--- config.mk ---
export PLATFORM = sky130hd
export DESIGN_NAME = mem_stage
export DESIGN_NICKNAME = d
export VERILOG_FILES = /design/src/rtl/mem_stage_pkg.sv /design/src/rtl/mem_stage_load_extend.sv /design/src/rtl/mem_stage.sv
export SDC_FILE = /design/constraint.sdc
export NUM_CORES = 1
export LEC_CHECK = 0
export CELL_PAD_IN_SITES_DETAIL_PLACEMENT = 0
export CELL_PAD_IN_SITES_GLOBAL_PLACEMENT = 1
export CORE_ASPECT_RATIO = 1.1
export CORE_MARGIN = 8
export CORE_UTILIZATION = 49
export DETAILED_ROUTE_END_ITERATION = 12
export DONT_BUFFER_PORTS = 1
export GPL_TIMING_DRIVEN = 0
export PLACE_DENSITY = 0.84
export SETUP_SLACK_MARGIN = 0.3
export SYNTH_ARGS = -nofsm -noshare
export SYNTH_HDL_FRONTEND = slang
export SYNTH_SLANG_ARGS = --single-unit
export TNS_END_PERCENT = 10
--- constraint.sdc ---
create_clock -name clk_in -period 5.9 [get_ports clk_in]
set_clock_uncertainty 0.2 [all_clocks]
set_input_delay 0.59 -clock clk_in [delete_from_list [all_inputs] [get_ports clk_in]]
set_output_delay 0.59 -clock clk_in [all_outputs]
set_load 0.005 [all_outputs]
--- src/rtl/mem_stage_pkg.sv ---
// Shared definitions for the MEM stage: command opcodes, access lengths,
// FSM state encoding and small command-decoding helpers.
package mem_stage_pkg;

    localparam int DEF_CMD_W  = 6;
    localparam int DEF_ADDR_W = 32;
    localparam int DEF_DATA_W = 32;

    // Access length codes presented to the memory controller
    localparam logic [1:0] LEN_BYTE = 2'd0;
    localparam logic [1:0] LEN_HALF = 2'd1;
    localparam logic [1:0] LEN_WORD = 2'd3;

    // Command opcodes carried on cmdtype
    localparam logic [DEF_CMD_W-1:0] CMD_NOP  = 6'd0;
    localparam logic [DEF_CMD_W-1:0] CMD_ADDI = 6'd1;
    localparam logic [DEF_CMD_W-1:0] CMD_ADD  = 6'd2;
    localparam logic [DEF_CMD_W-1:0] CMD_LB   = 6'd8;
    localparam logic [DEF_CMD_W-1:0] CMD_LH   = 6'd9;
    localparam logic [DEF_CMD_W-1:0] CMD_LW   = 6'd10;
    localparam logic [DEF_CMD_W-1:0] CMD_LBU  = 6'd11;
    localparam logic [DEF_CMD_W-1:0] CMD_LHU  = 6'd12;
    localparam logic [DEF_CMD_W-1:0] CMD_SB   = 6'd16;
    localparam logic [DEF_CMD_W-1:0] CMD_SH   = 6'd17;
    localparam logic [DEF_CMD_W-1:0] CMD_SW   = 6'd18;

    typedef enum logic [1:0] {
        ST_IDLE = 2'd0,
        ST_WAIT = 2'd1,
        ST_DONE = 2'd2
    } mem_state_e;

    function automatic logic is_load(input logic [DEF_CMD_W-1:0] cmd);
        return (cmd == CMD_LB) || (cmd == CMD_LH) || (cmd == CMD_LW) ||
               (cmd == CMD_LBU) || (cmd == CMD_LHU);
    endfunction

    function automatic logic is_store(input logic [DEF_CMD_W-1:0] cmd);
        return (cmd == CMD_SB) || (cmd == CMD_SH) || (cmd == CMD_SW);
    endfunction

    function automatic logic [1:0] cmd_len(input logic [DEF_CMD_W-1:0] cmd);
        logic [1:0] len;
        case (cmd)
            CMD_LB, CMD_LBU, CMD_SB: len = LEN_BYTE;
            CMD_LH, CMD_LHU, CMD_SH: len = LEN_HALF;
            default:                 len = LEN_WORD;
        endcase
        return len;
    endfunction

endpackage

--- src/rtl/mem_stage_load_extend.sv ---
// Load data extension: picks the byte/half/word out of the raw read data and
// sign- or zero-extends it according to the load command.
module load_extend
    import mem_stage_pkg::*;
#(
    parameter int CMD_W  = DEF_CMD_W,
    parameter int DATA_W = DEF_DATA_W
) (
    input  logic [CMD_W-1:0]  cmdtype_i,
    input  logic [DATA_W-1:0] raw_i,
    output logic [DATA_W-1:0] ext_o
);

    // Select and extend the loaded field; words pass through untouched
    always_comb begin
        ext_o = raw_i;
        case (cmdtype_i)
            CMD_LB:  ext_o = {{(DATA_W-8){raw_i[7]}}, raw_i[7:0]};
            CMD_LBU: ext_o = {{(DATA_W-8){1'b0}}, raw_i[7:0]};
            CMD_LH:  ext_o = {{(DATA_W-16){raw_i[15]}}, raw_i[15:0]};
            CMD_LHU: ext_o = {{(DATA_W-16){1'b0}}, raw_i[15:0]};
            default: ext_o = raw_i;
        endcase
    end

endmodule

--- src/rtl/mem_stage.sv ---
// MEM pipeline stage. Non-memory ops pass straight through; loads and stores
// run a req/done handshake with the memory controller while the stage holds
// the upstream pipeline via stall_req_o. Results are forwarded to ID.
module mem_stage
    import mem_stage_pkg::*;
#(
    parameter int CMD_W  = DEF_CMD_W,
    parameter int ADDR_W = DEF_ADDR_W,
    parameter int DATA_W = DEF_DATA_W
) (
    input  logic              clk_in,
    input  logic              rst_in,
    input  logic              rdy_in,
    input  logic [CMD_W-1:0]  cmdtype_in,
    input  logic [4:0]        rsd_addr_in,
    input  logic [DATA_W-1:0] rsd_data_in,
    input  logic              write_rsd_in,
    input  logic [ADDR_W-1:0] mem_addr_in,
    input  logic [DATA_W-1:0] store_data_in,
    output logic              mem_req_o,
    output logic              mem_we_o,
    output logic [ADDR_W-1:0] mem_addr_o,
    output logic [DATA_W-1:0] mem_wdata_o,
    output logic [1:0]        mem_len_o,
    input  logic              mem_done_i,
    input  logic [DATA_W-1:0] mem_rdata_i,
    output logic [4:0]        rsd_addr_o,
    output logic [DATA_W-1:0] rsd_data_o,
    output logic              write_rsd_o,
    output logic              mem_forward_o,
    output logic [4:0]        mem_forward_addr_o,
    output logic [DATA_W-1:0] mem_forward_data_o,
    output logic              stall_req_o
);

    mem_state_e        state_q, state_d;
    logic              req_q, req_d;
    logic              we_q, we_d;
    logic [ADDR_W-1:0] addr_q, addr_d;
    logic [DATA_W-1:0] wdata_q, wdata_d;
    logic [1:0]        len_q, len_d;
    logic [DATA_W-1:0] ldbuf_q, ldbuf_d;
    logic [DATA_W-1:0] ext_data;
    logic              load_op;
    logic              mem_op;

    assign load_op = is_load(cmdtype_in);
    assign mem_op  = load_op | is_store(cmdtype_in);

    // cmdtype_in is held by the stalled EX_MEM latch, so it still names the
    // load when the done pulse arrives.
    load_extend #(
        .CMD_W  (CMD_W),
        .DATA_W (DATA_W)
    ) u_load_extend (
        .cmdtype_i (cmdtype_in),
        .raw_i     (mem_rdata_i),
        .ext_o     (ext_data)
    );

    // Next-state logic: issue in IDLE, wait for done, one DONE cycle to retire
    always_comb begin
        state_d = state_q;
        req_d   = req_q;
        we_d    = we_q;
        addr_d  = addr_q;
        wdata_d = wdata_q;
        len_d   = len_q;
        ldbuf_d = ldbuf_q;
        case (state_q)
            ST_IDLE: begin
                if (mem_op) begin
                    state_d = ST_WAIT;
                    req_d   = 1'b1;
                    we_d    = ~load_op;
                    addr_d  = mem_addr_in;
                    wdata_d = store_data_in;
                    len_d   = cmd_len(cmdtype_in);
                end
            end
            ST_WAIT: begin
                if (mem_done_i) begin
                    state_d = ST_DONE;
                    req_d   = 1'b0;
                    ldbuf_d = ext_data;
                end
            end
            ST_DONE: state_d = ST_IDLE;
            default: state_d = ST_IDLE;
        endcase
    end

    // State and access registers; everything freezes while rdy_in is low
    always_ff @(posedge clk_in or negedge rst_in) begin
        if (!rst_in) begin
            state_q <= ST_IDLE;
            req_q   <= 1'b0;
            we_q    <= 1'b0;
            addr_q  <= '0;
            wdata_q <= '0;
            len_q   <= 2'd0;
            ldbuf_q <= '0;
        end else if (rdy_in) begin
            state_q <= state_d;
            req_q   <= req_d;
            we_q    <= we_d;
            addr_q  <= addr_d;
            wdata_q <= wdata_d;
            len_q   <= len_d;
            ldbuf_q <= ldbuf_d;
        end
    end

    assign mem_req_o   = req_q;
    assign mem_we_o    = we_q;
    assign mem_addr_o  = addr_q;
    assign mem_wdata_o = wdata_q;
    assign mem_len_o   = len_q;

    // Releasing the stall in DONE lets EX_MEM advance, so the op is never reissued
    assign stall_req_o = mem_op && (state_q != ST_DONE);

    // Writeback: pass-through for ALU ops, buffered load data only in DONE
    always_comb begin
        rsd_addr_o  = rsd_addr_in;
        rsd_data_o  = rsd_data_in;
        write_rsd_o = write_rsd_in;
        if (mem_op) begin
            rsd_data_o  = ldbuf_q;
            write_rsd_o = load_op && (state_q == ST_DONE) && write_rsd_in;
        end
    end

    assign mem_forward_o      = write_rsd_o && (rsd_addr_o != 5'd0);
    assign mem_forward_addr_o = mem_forward_o ? rsd_addr_o : 5'd0;
    assign mem_forward_data_o = mem_forward_o ? rsd_data_o : '0;

endmodule
==> qor.yml, run 1 <==
synth_area_per_cell_um2: 10.1
placed_area_um2: 5080
clkPwrFrac_pct: 20.4
met2WireLength_mm: 7.81
drtAntennaViolNets: 0
cp_data_arrival_time_ps: 2230
r2r_start: "state_q[1]$_DFFE_PN0P_"
synthArstFlopShare_pct: 100
crit_fanout: 10
share_comb_of_total_power_pct: 21.1
dpl.hpwl_mm: 12.2
relSlewSlack_pct: 51.8
fin_crit_ps: 3020
io_pins: 289
clk_pin_slew_worst_paths_ps: 100
viasPerCell: 6.09
areaGrowthSynthToFinish_pct: 7.75
holdPathEnd: "ldbuf_q[3]$_DFFE_PN0P_"
cp-start-kind: "input pin"
route.detailed.drc: 0
synth_cell_type_count: 38
hp-start: "mem_rdata_i[3]"
holdBufCountCts: 2
grt_max_degree: 103
final-seq-area_um2: 2550
grt_overflow: 0
reg2regPathDepth: 5
worst-r2r-setup-slack_ps: 3490
num_rows: 38
gp_congestion: 0.867
final_nets: 644
internal_power_mw: 1.38
max_freq_mhz: 331
clock_latency_ps: 360
cp.required_ps: 5110
slew_viol_final: 0
die_h_um: 121
drive_above_1_share_pct: 18.8
crit_path_end_kind: "primary output"
cts_tree: "done"
post_cts_resized: 0
maxCapViolCount: 0
ir_worst_vdd_mv: 0.250
ys_warn_count: 0
firstDrtPassIters: 4
finalHoldViolations: 0
tightest_slew_ps: 720
power.switching_mw: 0.672
track_usage_pct: 21.9
die_w_um: 112
fin_crit_sh_pct: 51.2
tns_ps: 0
yosys_register_bits: 102
regToRegEndpoint: "ldbuf_q[25]$_DFFE_PN0P_"
routed_wirelength_mm: 15.4
rsz0062_at_grt: "false"
fillerInstances: 910
coreArea_um2: 9840
initial_core_util_pct: 50.1
synth_nets: 631
top_layer_used: "met4"
outcome: "complete, no violations"
htreeDepth: 3
syn_area_um2: 4930
clock_sinks: 102
detail_route.wl_per_cell_um: 24.6
ys_seq_area_share_pct: 51.8
die_area_um2: 13500
synth-edff-count: 0
setup_violations: 0
cts_root_buffer: "clkbuf_8"
wl_met3_mm: 2.01
crit_type: "input pin to primary output"
clock_path_buffers: 2
whs_path_depth: 2
post_cts_buffers: 0
stdcell_area_um2: 5310
grt_pass1_vias: 3938
dr.first_iter.drc_count: 281
netlist_instances: 487
io_buffers: 0
grt_pass1_wl_mm: 23.2
p_leak_nw: 2.39
p_seq_share_pct: 58.5
synth_ff_type: "dfrtp_1"
multiInputGateArea_um2: 2180
hold_class: "input pin to flip-flop"
p_per_area_nw_per_um2: 387
vias: 3821
switching_share_pct: 32.7
cts_buffers: 9
wl_met1_mm: 5.38
antenna_found_initial: 2
## through the flow
step	utilization [%]	std cells	setup WS [ps]	hold slack [ps]	power, mW
after floorplan	-	487	3320	94.4	1.49
after global placement	51.6	607	2890	96.8	1.61
after detailed placement	51.6	607	2850	96.9	1.64
after CTS	53.9	625	2850	106	2.08
after global routing	53.9	627	2730	111	2.20
final	53.9	627	2880	130	2.06
## worst max-delay path: stages
cell      delay [ps]
nor3b_1          140
o21ai_2          430
a22oi_1          250
buf_2            250
buf_2            210
a211oi_1         360
## how the worst max path moves through the flow
stage / from / endpoint / slack [ps] / cells past startpoint
after CTS: cmdtype_in[1] / mem_forward_data_o[25] / 2850 / 6
after global routing: cmdtype_in[1] / mem_forward_data_o[25] / 2730 / 6
after global placement: rsd_addr_in[1] / mem_forward_data_o[11] / 2890 / 4
final: cmdtype_in[3] / mem_forward_data_o[30] / 2880 / 6
after detailed placement: cmdtype_in[3] / mem_forward_data_o[25] / 2850 / 6
after floorplan: cmdtype_in[3] / mem_forward_data_o[22] / 3320 / 7
## placed cells by master, fill, tap and decap left out, drive strengths merged, types with 4 or more instances in the layout
cell,Yosys,final
and3b,5,5
nand3,33,33
buf,15,16
o21ai,39,39
nor3b,4,4
nor2,29,29
a21oi,27,27
dfrtp,102,102
nand2,82,82
inv,4,7
mux2,65,65
clkbuf,23,34
nor2b,6,6
a211oi,32,32
## synthesized netlist by cell type (5+ instances only)
master | n | area (um2)
a211oi_1 | 32 | 240
nand2_1 | 82 | 308
and3b_1 | 5 | 43.8
dfrtp_1 | 102 | 2550
a21oi_1 | 27 | 135
mux2_2 | 59 | 664
nand3_1 | 33 | 165
buf_2 | 8 | 40.0
nor2_1 | 29 | 109
mux2_1 | 6 | 67.6
clkbuf_1 | 22 | 82.6
nor2b_1 | 6 | 37.5
buf_4 | 6 | 45.0
o21ai_0 | 35 | 175
## logic make-up (layout without fill, tap and decap cells)
| family | Yosys count | count (layout) | share of synthesized area (%) |
|---|---|---|---|
| other cells | 0 | 2 | 0 |
| simple gates | 166 | 166 | 15.1 |
| buf+inv | 42 | 60 | 4.04 |
| compound gates | 110 | 110 | 13.8 |
| mux | 67 | 67 | 15.3 |
| flops | 102 | 102 | 51.8 |
## layer usage
| layer | global-route usage [%] | up-vias |
|---|---|---|
| li1 | - | 1739 |
| met1 | 22.3 | 1833 |
| met2 | 37.9 | 233 |
| met3 | 11.8 | 16 |
| met4 | 7.01 | 0 |
| met5 | 0 | - |
## power by group through the flow
stage	clock (mW)	combinational (mW)	sequential, mW
after floorplan	0	0.354	1.14
after global placement	0	0.400	1.21
after detailed placement	0	0.426	1.21
after CTS	0.436	0.440	1.21
after global routing	0.465	0.492	1.24
final	0.419	0.434	1.20
## sequential cells by signal, summed over array words and instances (netlist names)
name,count
state_q,2
mem_we_o,1
mem_wdata_o,32
mem_req_o,1
mem_addr_o,32
ldbuf_q,32
mem_len_o,2
## layout make-up
type / instances / area share (%)
Tap cell: 120 / 2.83
Antenna cell: 2 / 0.0943
Clock inverter: 5 / 0.896
Sequential cell: 102 / 48.1
Buffer: 38 / 3.46
Clock buffer: 11 / 2.66
Timing Repair Buffer: 2 / 0.707
Multi-Input combinational cell: 343 / 41.0
Inverter: 4 / 0.283
Power figures use the tool's default switching activity.
==> run 2, diff against run 1 <==
--- a/config.mk
+++ b/config.mk
@@ -9,11 +9,11 @@
 export CELL_PAD_IN_SITES_GLOBAL_PLACEMENT = 1
 export CORE_ASPECT_RATIO = 1.1
 export CORE_MARGIN = 8
-export CORE_UTILIZATION = 49
+export CORE_UTILIZATION = 45
 export DETAILED_ROUTE_END_ITERATION = 12
 export DONT_BUFFER_PORTS = 1
 export GPL_TIMING_DRIVEN = 0
-export PLACE_DENSITY = 0.84
+export PLACE_DENSITY = 0.78
 export SETUP_SLACK_MARGIN = 0.3
 export SYNTH_ARGS = -nofsm -noshare
 export SYNTH_HDL_FRONTEND = slang
==> constraint.sdc (replaced) <==
create_clock -name clk_in -period 3.1 [get_ports clk_in]
set_clock_uncertainty 0.2 [all_clocks]
set_input_delay 0.31 -clock clk_in [delete_from_list [all_inputs] [get_ports clk_in]]
set_output_delay 0.31 -clock clk_in [all_outputs]
set_load 0.005 [all_outputs]
==> qor.yml, run 2 (synthesized netlist as in run 1, its figures left out) <==
outcome: "finished, violations left"
violations: "hold timing"
switching_share_pct: 31.8
die_h_um: 126
setup_ws_ps: 509
grt_pass1_wl_mm: 25.9
clock_path_buffers: 2
path_cells: "nor2b_1 -> a22oi_1 -> buf_2 -> buf_2 -> a211oi_1"
cp.required_ps: 2590
cp_data_arrival_time_ps: 2080
crit_slowest_cell: "dfrtp_1"
diodes: 0
coreArea_um2: 10800
pre_cts_ws_ps: 540
layout_common_cells: "dfrtp_1 (102), dlygate4sd3_1 (98), nand2_1 (82), mux2_2 (59), o21ai_0 (35)"
final-seq-area_um2: 2550
tightest_slew_ps: 709
dpl.cell_count: 634
post_cts_resized: 0
grt_overflow: 0
clock_latency_ps: 340
dr.first_iter.drc_count: 233
ir_worst_vdd_mv: 0.510
internal_power_mw: 2.95
fin_cells: 748
hold_slack_ps: -536
crit_start: "state_q[0]$_DFFE_PN0P_"
clk_pin_slew_worst_paths_ps: 80
p_leak_nw: 2.83
cp-start-kind: "flip-flop"
fillerInstances: 922
viasPerCell: 5.70
power.switching_mw: 1.38
route.detailed.drc: 0
p_seq_share_pct: 53.5
final_nets: 740
post_cts_buffers: 0
io_buffers: 0
fin_crit_sh_pct: 83.6
detail_route.wl_per_cell_um: 22.6
routed_wirelength_mm: 16.9
die_area_um2: 14600
grt_pass1_vias: 4589
crit_type: "flip-flop to primary output"
setup_violations: 0
io_pins: 289
firstDrtPassIters: 4
areaGrowthSynthToFinish_pct: 29.5
max_stage_delay_ps: 440
track_usage_pct: 22.6
finalHoldViolations: 102
hold_class: "input pin to async pin"
crit_path_end_kind: "primary output"
maxCapViolCount: 0
clock_sinks: 102
fin_crit_ps: 2590
cts_buffers: 9
htreeDepth: 3
rsz0062_at_grt: "false"
gp_congestion: 0.872
holdBufCountCts: 98
layout_commonest_cell: "dfrtp_1"
tns_ps: 0
cts_tree: "done"
utilization_pct: 59.0
antenna_found_initial: 0
multiInputGateArea_um2: 2180
share_comb_of_total_power_pct: 21.3
grt_max_degree: 103
die_w_um: 116
initial_core_util_pct: 45.6
path_common_cell: "buf_2"
cts_root_buffer: "clkbuf_16"
slew_viol_final: 0
drtAntennaViolNets: 0
p_per_area_nw_per_um2: 678
max_freq_mhz: 386
num_rows: 40
vias: 4263
clkPwrFrac_pct: 25.2
crit_fanout: 10
relSlewSlack_pct: 52.5
dpl.hpwl_mm: 12.2
r2r_start: "state_q[1]$_DFFE_PN0P_"
drive_above_1_share_pct: 15.8
==> run 2: cell types whose count changed in the layout (fill, tap and decap cells not counted), sizes merged <==
cell	before	now
clkinvlp	1	2
dlygate4sd3	1	98
buf	16	15
diode	2	0
clkinv	1	2
clkbuf	34	32
==> run 2: per-layer routing <==
| layer | global-route usage, % | up-vias | wire [um] |
|---|---|---|---|
| li1 | - | 1929 | - |
| met1 | 23.7 | 2068 | 5940 |
| met2 | 39.0 | 241 | 8550 |
| met3 | 10.2 | 25 | 2130 |
| met4 | 7.18 | 0 | 318 |
| met5 | 0 | - | 0 |
==> run 2: worst paths after layout <==
path,slack [ps],endpoint,depth (start not counted)
worst max register to register,620,ldbuf_q[27]$_DFFE_PN0P_,5
worst min-delay path,-540,ldbuf_q[18]$_DFFE_PN0P_,0
min in group clk_in,30,mem_req_o$_DFFE_PN0P_,2
worst min register to register,270,ldbuf_q[2]$_DFFE_PN0P_,2
worst max-delay path,510,mem_forward_data_o[23],5
max in group asynchronous,3050,mem_addr_o[29]$_DFFE_PN0P_,0
==> run 2: critical path, delay by kind of cell (launching register included) <==
| family | cells | cell delay (ps) |
|---|---|---|
| compound gates | 2 | 550 |
| flops | 1 | 440 |
| simple gates | 1 | 280 |
| buf+inv | 2 | 470 |
==> run 2: power groups by stage <==
stage	combinational [mW]	clock [mW]	sequential, mW
finish	0.922	1.09	2.31
global route	1.03	1.16	2.39
CTS	0.908	1.11	2.31
detailed placement	0.811	0	2.32
global placement	0.764	0	2.31
floorplan	0.673	0	2.16
==> run 2: layout make-up <==
cell class	instances	area share, %
clock buffer	9	3.53
sequential	102	40.0
timing repair buffer	98	15.4
multi-input combinational	343	34.1
buffer	38	2.88
tap	147	2.88
clock inverter	7	1.02
inverter	4	0.235
==> run 2: metrics by stage <==
step / power [mW] / hold WS (ps) / area [um2]
after floorplan: 2.83 / -186 / 4930
after global placement: 3.07 / -181 / 5110
after detailed placement: 3.13 / -182 / 5110
after CTS: 4.32 / -551 / 6380
after global routing: 4.58 / -553 / 6380
final: 4.32 / -536 / 6380
